## src/rtl/nand_seq_pkg.sv

```systemverilog
// Shared state encoding and register map for the NAND command sequencer.
package nand_seq_pkg;

  typedef enum logic [2:0] {
    S_IDLE,
    S_CMD,
    S_POLL_RD,
    S_POLL_CHK,
    S_XFER_WR,
    S_XFER_RD,
    S_RD_CAP,
    S_DONE
  } state_t;

  localparam logic [1:0] REG_DATA   = 2'd0;
  localparam logic [1:0] REG_CMD    = 2'd1;
  localparam logic [1:0] REG_STATUS = 2'd2;

  localparam int STATUS_BUSY_BIT = 0;

endpackage

```

## src/rtl/nand_cmd_sequencer.sv

```systemverilog
// Runs one NAND operation (command write, busy polling, optional data burst)
// onto the controller's register port; every bus output is registered.
module nand_cmd_sequencer
  import nand_seq_pkg::*;
#(
  parameter int DATA_W   = 32,
  parameter int CNT_W    = 12,
  parameter int POLL_MAX = 4096
) (
  input  logic              i_clk,
  input  logic              i_rst,
  input  logic              i_req_valid,
  output logic              o_req_ready,
  input  logic [7:0]        i_req_cmd,
  input  logic              i_req_dir,
  input  logic [CNT_W-1:0]  i_req_nwords,
  input  logic              i_wr_valid,
  output logic              o_wr_ready,
  input  logic [DATA_W-1:0] i_wr_data,
  output logic              o_rd_valid,
  output logic [DATA_W-1:0] o_rd_data,
  output logic              o_done,
  output logic              o_err,
  output logic [1:0]        o_avm_addr,
  output logic              o_avm_wr,
  output logic              o_avm_rd,
  output logic [DATA_W-1:0] o_avm_wrdata,
  input  logic [DATA_W-1:0] i_avm_rddata
);

  localparam int PW = $clog2(POLL_MAX + 1);
  localparam logic [PW-1:0] POLL_LIMIT = PW'(POLL_MAX);

  state_t            r_state;
  logic              r_dir;
  logic [CNT_W-1:0]  r_remain;
  logic [PW-1:0]     r_poll;
  logic              r_req_ready;
  logic              r_wr_ready;
  logic              r_rd_valid;
  logic [DATA_W-1:0] r_rd_data;
  logic              r_done;
  logic              r_err;
  logic [1:0]        r_avm_addr;
  logic              r_avm_wr;
  logic              r_avm_rd;
  logic [DATA_W-1:0] r_avm_wrdata;

  logic [PW-1:0]     w_poll_next;
  logic              w_busy;

  always_comb begin
    w_poll_next = (r_poll == POLL_LIMIT) ? r_poll : r_poll + PW'(1);
    w_busy      = i_avm_rddata[STATUS_BUSY_BIT];
  end

  // Outputs are loaded on the edge that enters the state they belong to.
  always_ff @(posedge i_clk or posedge i_rst) begin
    if (i_rst) begin
      r_state      <= S_IDLE;
      r_dir        <= 1'b0;
      r_remain     <= '0;
      r_poll       <= '0;
      r_req_ready  <= 1'b0;
      r_wr_ready   <= 1'b0;
      r_rd_valid   <= 1'b0;
      r_rd_data    <= '0;
      r_done       <= 1'b0;
      r_err        <= 1'b0;
      r_avm_addr   <= REG_DATA;
      r_avm_wr     <= 1'b0;
      r_avm_rd     <= 1'b0;
      r_avm_wrdata <= '0;
    end else begin
      r_avm_wr   <= 1'b0;
      r_avm_rd   <= 1'b0;
      r_rd_valid <= 1'b0;
      r_done     <= 1'b0;
      r_err      <= 1'b0;
      case (r_state)
        S_IDLE: begin
          r_req_ready <= 1'b1;
          if (i_req_valid && r_req_ready) begin
            r_dir        <= i_req_dir;
            r_remain     <= i_req_nwords;
            r_req_ready  <= 1'b0;
            r_avm_addr   <= REG_CMD;
            r_avm_wr     <= 1'b1;
            r_avm_wrdata <= DATA_W'(i_req_cmd);
            r_state      <= S_CMD;
          end
        end
        S_CMD: begin
          r_poll     <= '0;
          r_avm_addr <= REG_STATUS;
          r_avm_rd   <= 1'b1;
          r_state    <= S_POLL_RD;
        end
        S_POLL_RD: begin
          r_state <= S_POLL_CHK;
        end
        S_POLL_CHK: begin
          if (!w_busy) begin
            if (r_remain == '0) begin
              r_done  <= 1'b1;
              r_state <= S_DONE;
            end else if (r_dir) begin
              r_avm_addr <= REG_DATA;
              r_wr_ready <= 1'b1;
              r_state    <= S_XFER_WR;
            end else begin
              r_avm_addr <= REG_DATA;
              r_avm_rd   <= 1'b1;
              r_state    <= S_XFER_RD;
            end
          end else begin
            r_poll <= w_poll_next;
            if (w_poll_next == POLL_LIMIT) begin
              r_done  <= 1'b1;
              r_err   <= 1'b1;
              r_state <= S_DONE;
            end else begin
              r_avm_rd <= 1'b1;
              r_state  <= S_POLL_RD;
            end
          end
        end
        S_XFER_WR: begin
          if (i_wr_valid) begin
            r_avm_wr     <= 1'b1;
            r_avm_wrdata <= i_wr_data;
            r_remain     <= r_remain - CNT_W'(1);
            if (r_remain == CNT_W'(1)) begin
              r_wr_ready <= 1'b0;
              r_done     <= 1'b1;
              r_state    <= S_DONE;
            end
          end
        end
        S_XFER_RD: begin
          r_state <= S_RD_CAP;
        end
        S_RD_CAP: begin
          r_rd_valid <= 1'b1;
          r_rd_data  <= i_avm_rddata;
          r_remain   <= r_remain - CNT_W'(1);
          if (r_remain == CNT_W'(1)) begin
            r_done  <= 1'b1;
            r_state <= S_DONE;
          end else begin
            r_avm_rd <= 1'b1;
            r_state  <= S_XFER_RD;
          end
        end
        S_DONE: begin
          r_req_ready <= 1'b1;
          r_state     <= S_IDLE;
        end
        default: begin
          r_req_ready <= 1'b0;
          r_wr_ready  <= 1'b0;
          r_state     <= S_IDLE;
        end
      endcase
    end
  end

  assign o_req_ready  = r_req_ready;
  assign o_wr_ready   = r_wr_ready;
  assign o_rd_valid   = r_rd_valid;
  assign o_rd_data    = r_rd_data;
  assign o_done       = r_done;
  assign o_err        = r_err;
  assign o_avm_addr   = r_avm_addr;
  assign o_avm_wr     = r_avm_wr;
  assign o_avm_rd     = r_avm_rd;
  assign o_avm_wrdata = r_avm_wrdata;

endmodule

```

## config.mk

```make
export PLATFORM = sky130hd
export DESIGN_NAME = nand_cmd_sequencer
export DESIGN_NICKNAME = d
export VERILOG_FILES = /design/src/rtl/nand_seq_pkg.sv /design/src/rtl/nand_cmd_sequencer.sv
export SDC_FILE = /design/constraint.sdc
export NUM_CORES = 1
export LEC_CHECK = 0
export BUFFER_PORTS_ARGS = -buffer_cell sky130_fd_sc_hd__buf_2
export CAP_MARGIN = 20
export CORE_MARGIN = 10
export CORE_UTILIZATION = 47
export CTS_BUF_LIST = sky130_fd_sc_hd__clkbuf_2
export DETAILED_ROUTE_END_ITERATION = 8
export GPL_ROUTABILITY_DRIVEN = 0
export PLACE_DENSITY = 0.75
export SLEW_MARGIN = 5
export SYNTH_ARGS = -nofsm -noshare
export SYNTH_HDL_FRONTEND = slang
export SYNTH_SLANG_ARGS = --single-unit
```

## constraint.sdc

```tcl
create_clock -name i_clk -period 3.8 [get_ports i_clk]
set_input_delay 0.76 -clock i_clk [delete_from_list [all_inputs] [get_ports i_clk]]
set_output_delay 0.76 -clock i_clk [all_outputs]
set_load 0.005 [all_outputs]
```

# Word level (Yosys, flattened, before mapping)

Cells that the tools add are included.

$add $sub $neg: 2
Equality and inequality tests: 17
Muxes and demuxes: 48
Reductions and logical operators: 16

Operators with widths:

| kind                    | number |
|---|---|
| $mux W32                | 2 |
| $pmux W32 S2            | 1 |
| $pmux W12 S3            | 1 |
| $eq A13 B13 Y1 const B  | 2 |
| $mux W13                | 2 |
| $pmux W13 S2            | 1 |
| $mux W12                | 2 |
| $pmux W3 S8             | 1 |
| $mux W1                 | 22 |
| $mux W3                 | 5 |
| $ne A2 B2 Y1 const B    | 7 |
| $add A13 B1 Y13 const B | 1 |
| $eq A12 B1 Y1 const B   | 1 |
| $eq A3 B3 Y1 const B    | 4 |
| $logic_not A12 Y1       | 1 |
| $sub A12 B1 Y12 const B | 1 |
| $mux W2                 | 5 |
| $reduce_and A3 Y1       | 3 |
| $reduce_bool A2 Y1      | 4 |
| $eq A3 B2 Y1 const B    | 2 |
| $pmux W1 S2             | 3 |
| $pmux W1 S3             | 2 |
| $pmux W2 S3             | 1 |
| $reduce_and A6 Y1       | 1 |
| 6 further kinds         | 8 |

Bits in registers: 102
Input port bits: 89
Output and inout bits: 73
Word-level logic and storage cells: 97

# Depth between registers and ports, before layout

Depth after elaboration: 6
Gate-level depth with buffers: 9
Gate-level depth less buffers: 8

# Worst setup path before layout

Ideal clock, no wire load.

Kind: reg2reg
Start point: register r_remain[0]
End point: register r_wr_ready (netlist: o_wr_ready)
Arrival time: 1.862 ns
Required time: 3.662 ns
Path slack: 1.800 ns
Stages on the path, launching flop included: 10
Path buffers: 1
Period minus slack after synthesis: 2.000 ns
Path through: dfrtp_1 -> inv_1 -> ha_1 -> or3b_1 -> clkbuf_1 -> nor4b_4 -> nor2_2 -> and2_4 -> a21oi_1 -> a31oi_1

Longest elaborated chain between the ends: 3
Elaborated cells on any way between the ends: 5
Classes of those cells: eq/ne (3); reduce/logical (2)

Ends and longest elaborated chain:

| item                                               | RTL line                                             | text |
|---|---|---|
| start: declaration                                 | nand_cmd_sequencer.sv:36                             | `logic [CNT_W-1:0] r_remain;` |
| start signal: assignment                           | nand_cmd_sequencer.sv:85                             | `r_remain <= i_req_nwords;` |
| start signal: assignment                           | nand_cmd_sequencer.sv:132                            | `r_remain <= r_remain - CNT_W'(1);` |
| start signal: assignment                           | nand_cmd_sequencer.sv:146                            | `r_remain <= r_remain - CNT_W'(1);` |
| $eq A12 B1 Y1 or $logic_not A12 Y1 (tied branches) | nand_cmd_sequencer.sv:133, nand_cmd_sequencer.sv:104 |  |
| $ne A2 B2 Y1 (no line)                             | -                                                    |  |
| $reduce_and A6 Y1 (no line) (*)                    | -                                                    |  |
| end signal: assignment                             | nand_cmd_sequencer.sv:109                            | `r_wr_ready <= 1'b1;` |
| end signal: assignment                             | nand_cmd_sequencer.sv:134                            | `r_wr_ready <= 1'b0;` |
| end signal: assignment                             | nand_cmd_sequencer.sv:161                            | `r_wr_ready <= 1'b0;` |
| end: declaration                                   | nand_cmd_sequencer.sv:39                             | `logic r_wr_ready;` |

Mark *: on every way between the ends. The rest lies on a longest branch, timed or not.
A chain may end at the register's enable or synchronous reset.

# Worst setup path after layout

Start point: register r_state[2]
End point: register r_avm_wrdata[5] (netlist: o_avm_wrdata[5])

Longest elaborated chain between the ends: 3
Elaborated cells on any way between the ends: 7
Classes of those cells: eq/ne (3); mux (1); reduce/logical (3)

Ends and longest elaborated chain:

| item                                                         | RTL line                  | text |
|---|---|---|
| start: declaration                                           | nand_cmd_sequencer.sv:34  | `state_t r_state;` |
| start signal: assignment                                     | nand_cmd_sequencer.sv:60  | `r_state <= S_IDLE;` |
| start signal: assignment                                     | nand_cmd_sequencer.sv:90  | `r_state <= S_CMD;` |
| start signal: assignment                                     | nand_cmd_sequencer.sv:97  | `r_state <= S_POLL_RD;` |
| $eq A3 B3 Y1 or $logic_not A3 Y1 (tied branches)             | nand_cmd_sequencer.sv:80  | `case (r_state)` |
| $ne A2 B2 Y1 (no line) or $reduce_bool A2 Y1 (tied branches) | -                         |  |
| $reduce_and A3 Y1 (no line)                                  | -                         |  |
| end signal: assignment                                       | nand_cmd_sequencer.sv:89  | `r_avm_wrdata <= DATA_W'(i_req_cmd);` |
| end signal: assignment                                       | nand_cmd_sequencer.sv:131 | `r_avm_wrdata <= i_wr_data;` |
| end: declaration                                             | nand_cmd_sequencer.sv:47  | `logic [DATA_W-1:0] r_avm_wrdata;` |

Parallel ways exist; a longest one is shown, timed or not.

==> impl_metrics.env <==
export IMPL_track_usage_pct=17.3
export IMPL_worst_setup_path_end_kind="flop"
export IMPL_power_internal_mw=2.44
export IMPL_period_needed_ns=2.53
export IMPL_finClkSkew_ns=0.0524
export IMPL_async_flop_share_pct=100
export IMPL_antenna_found_initial=2
export IMPL_synth_edf_count=0
export IMPL_core_area_mm2=0.00991
export IMPL_grt_setup_unrepaired="false"
export IMPL_synthesis_nets=578
export IMPL_yosysUniqueCellTypes=54
export IMPL_worst_slew_pin_slew_ns=0.947
export IMPL_cts_htree_levels=3
export IMPL_setup_tns_ns=0
export IMPL_cts_buffers=9
export IMPL_drt_iter0_drc=352
export IMPL_yosys_warnings=0
export IMPL_worst_ep_arrival_time_ns=3.01
export IMPL_report_final_slew_viol_count=0
export IMPL_postCtsHoldBufs=0
export IMPL_seq_area_frac_synth_pct=52.7
export IMPL_layout_nets=728
export IMPL_critPathLaunchType="flop"
export IMPL_fp_dieW_um=121
export IMPL_routed_wirelength_mm=13.0
export IMPL_netlist_area_mm2=0.00484
export IMPL_syn_to_final_growth_pct=21.1
export IMPL_synth_avg_cell_area_um2=9.98
export IMPL_leakage_nw=2.83
export IMPL_vdd_drop_max_mv=0.325
export IMPL_worstSetupPathType="flop to flop"
export IMPL_vias=4094
export IMPL_post_cts_resized=0
export IMPL_dr_pass1_iters=4
export IMPL_regArea_mm2=0.00255
export IMPL_dieHeight_um=121
export IMPL_grt_overflow=0
export IMPL_routedWlPerCell_um=16.8
export IMPL_mostFrequentLayoutCell="buf_2"
export IMPL_setup_viol=0
export IMPL_p_per_area_mw_per_mm2=694
export IMPL_postCtsSetupBuffers=0
export IMPL_root_buffer="clkbuf_2"
export IMPL_dieArea_mm2=0.0148
export IMPL_drive_gt1_share_pct=36.8
export IMPL_final_cell_mix="161 x buf_2, 102 x dfrtp_1, 83 x nand2_1"
export IMPL_tritoncts="built"
export IMPL_grt_max_degree=58
export IMPL_grt_pass1_vias=4193
export IMPL_comb_power_share_pct=42.1
export IMPL_viasPerCell=5.29
export IMPL_p_sw_mw=1.63
export IMPL_clock_fmax_ghz=0.395
export IMPL_start_util_pct=48.9
export IMPL_ys_ff_latch=102
export IMPL_p_sw_share_pct=40.0
export IMPL_port_buffers=161
export IMPL_seqPwrFrac_pct=46.0
export IMPL_min_path_type="input port to async pin"
export IMPL_drc=0
export IMPL_ios=162
export IMPL_synth_flop_cell="dfrtp_1"
export IMPL_outcome="complete, no violations"
export IMPL_clock_latency_ns=0.60
export IMPL_dpl_cell_area_mm2=0.00576
export IMPL_fin_area_mm2=0.00586
export IMPL_antenna_left=0
export IMPL_finalHoldWorstSlack_ns=0.192
export IMPL_dp_hpwl_mm=10.0
export IMPL_clkTransAtPathRegs_ns=0.31
export IMPL_grt_pass1_wl_mm=20.7
export IMPL_cts_buffer_depth=2
export IMPL_path_max_fanout=27
export IMPL_clkPwrFrac_pct=11.9
export IMPL_max_cap_viol_count=0
export IMPL_period_share_pct=66.7
export IMPL_worstPathRequired_ns=4.28
export IMPL_p_total_mw=4.07
export IMPL_multi_input_area_mm2=0.00214
export IMPL_num_rows=36
export IMPL_n_fill_cell=886
export IMPL_syn_inst=485
export IMPL_hold_viol=0
export IMPL_cts_sinks=102
export IMPL_relSlewSlack_pct=36.9
-- state kept, by name, summed over array words and instances (netlist names) --
register,flops
o_avm_addr,2
o_avm_rd,1
o_avm_wr,1
o_avm_wrdata,32
o_done,1
o_err,1
o_rd_data,32
o_rd_valid,1
o_req_ready,1
o_wr_ready,1
r_dir,1
r_poll,13
r_remain,12
r_state,3
-- power groups by stage --
stage | sequential [mW] | clock [mW] | combinational (mW)
after global routing | 1.94 | 0.540 | 1.93
final | 1.87 | 0.483 | 1.71
after floorplan | 1.86 | 0 | 1.02
after CTS | 1.87 | 0.498 | 1.74
after global placement | 1.86 | 0 | 1.66
after detailed placement | 1.90 | 0 | 1.73
-- synth_stat cells, types with 2 or more instances --
cell / n / share of area (%)
a21o_1: 2 / 0.31
a21oi_1: 17 / 1.8
a22oi_1: 2 / 0.31
a31oi_1: 2 / 0.26
and2_1: 2 / 0.26
and3_1: 4 / 0.52
and4_1: 2 / 0.36
buf_2: 9 / 0.93
clkbuf_1: 19 / 1.5
dfrtp_1: 102 / 53
ha_1: 4 / 1.0
inv_1: 11 / 0.85
mux2_2: 32 / 7.4
mux2i_1: 8 / 1.7
nand2_1: 83 / 6.4
nand2b_1: 4 / 0.52
nand3_1: 6 / 0.62
nand4_1: 3 / 0.39
nor2_1: 35 / 2.7
nor2_2: 2 / 0.26
nor3_1: 10 / 1.0
nor3_2: 2 / 0.41
nor3_4: 2 / 0.67
nor4_1: 3 / 0.39
o21ai_0: 56 / 5.8
o21ai_1: 22 / 2.3
o22a_1: 3 / 0.54
o22ai_1: 2 / 0.26
o31a_1: 2 / 0.36
xnor2_1: 5 / 0.90
xor2_1: 6 / 1.1
-- per-stage QoR --
stage | std cells | setup WS [ns] | util (%)
final | 774 | 1.27 | 59.2
after global routing | 774 | 1.01 | 59.2
after CTS | 772 | 1.28 | 59.1
after detailed placement | 757 | 1.25 | 58.1
after global placement | 757 | 1.40 | 58.1
after floorplan | 485 | 0.365 | -
-- critical path: stages, from the launching register on --
cell	delay, ns
dfrtp_1	0.62
nand2b_1	0.58
nor2_2	0.64
buf_4	0.28
mux2i_1	0.20
o21ai_0	0.10
-- layout make-up --
| class | instances | share of cell area [%] |
|---|---|---|
| antenna | 2 | 0.0854 |
| clock buffer | 9 | 0.768 |
| clock inverter | 6 | 0.939 |
| inverter | 11 | 0.747 |
| multi-input combinational | 343 | 36.4 |
| sequential | 102 | 43.5 |
| tap | 133 | 2.84 |
| timing repair buffer | 168 | 14.6 |
-- layer usage --
metal / up-vias / GRT usage (%) / wire [um]
met5: - / 0 / 0
met3: 14 / 5.26 / 935
met1: 1978 / 19.7 / 5060
met2: 128 / 29.3 / 6750
met4: 0 / 7.53 / 274
li1: 1974 / - / -
-- path summary, 6_finish.rpt --
check | endpoint | cells after the start | slack [ns] | from
worst max-delay path | o_avm_wrdata[5] | 5 | 1.27 | r_state[2]
worst min-delay path | o_avm_wrdata[10] | 2 | 0.19 | i_rst
worst max register to register | o_avm_wrdata[5] | 5 | 1.27 | r_state[2]
worst min register to register | o_avm_wrdata[22] | 2 | 0.52 | o_avm_wrdata[22]
max in group asynchronous | o_rd_data[2] | 3 | 2.77 | i_rst
min in group i_clk | o_avm_wrdata[9] | 3 | 0.33 | i_wr_data[9]
-- cells by family (layout without fill, tap and decap cells) --
logic type,after synthesis,in the layout,synth area share (%)
and+or+nand+nor,170,170,17.2
AOI/OAI and AO/OA,118,118,14.5
DFF,102,102,52.7
muxes,40,40,9.10
buffers and inverters,40,194,3.41
xor gates and xnor gates,11,11,1.99
adders and majority gates,4,4,1.03
other,0,2,0
(Power assumes the default switching activity.)
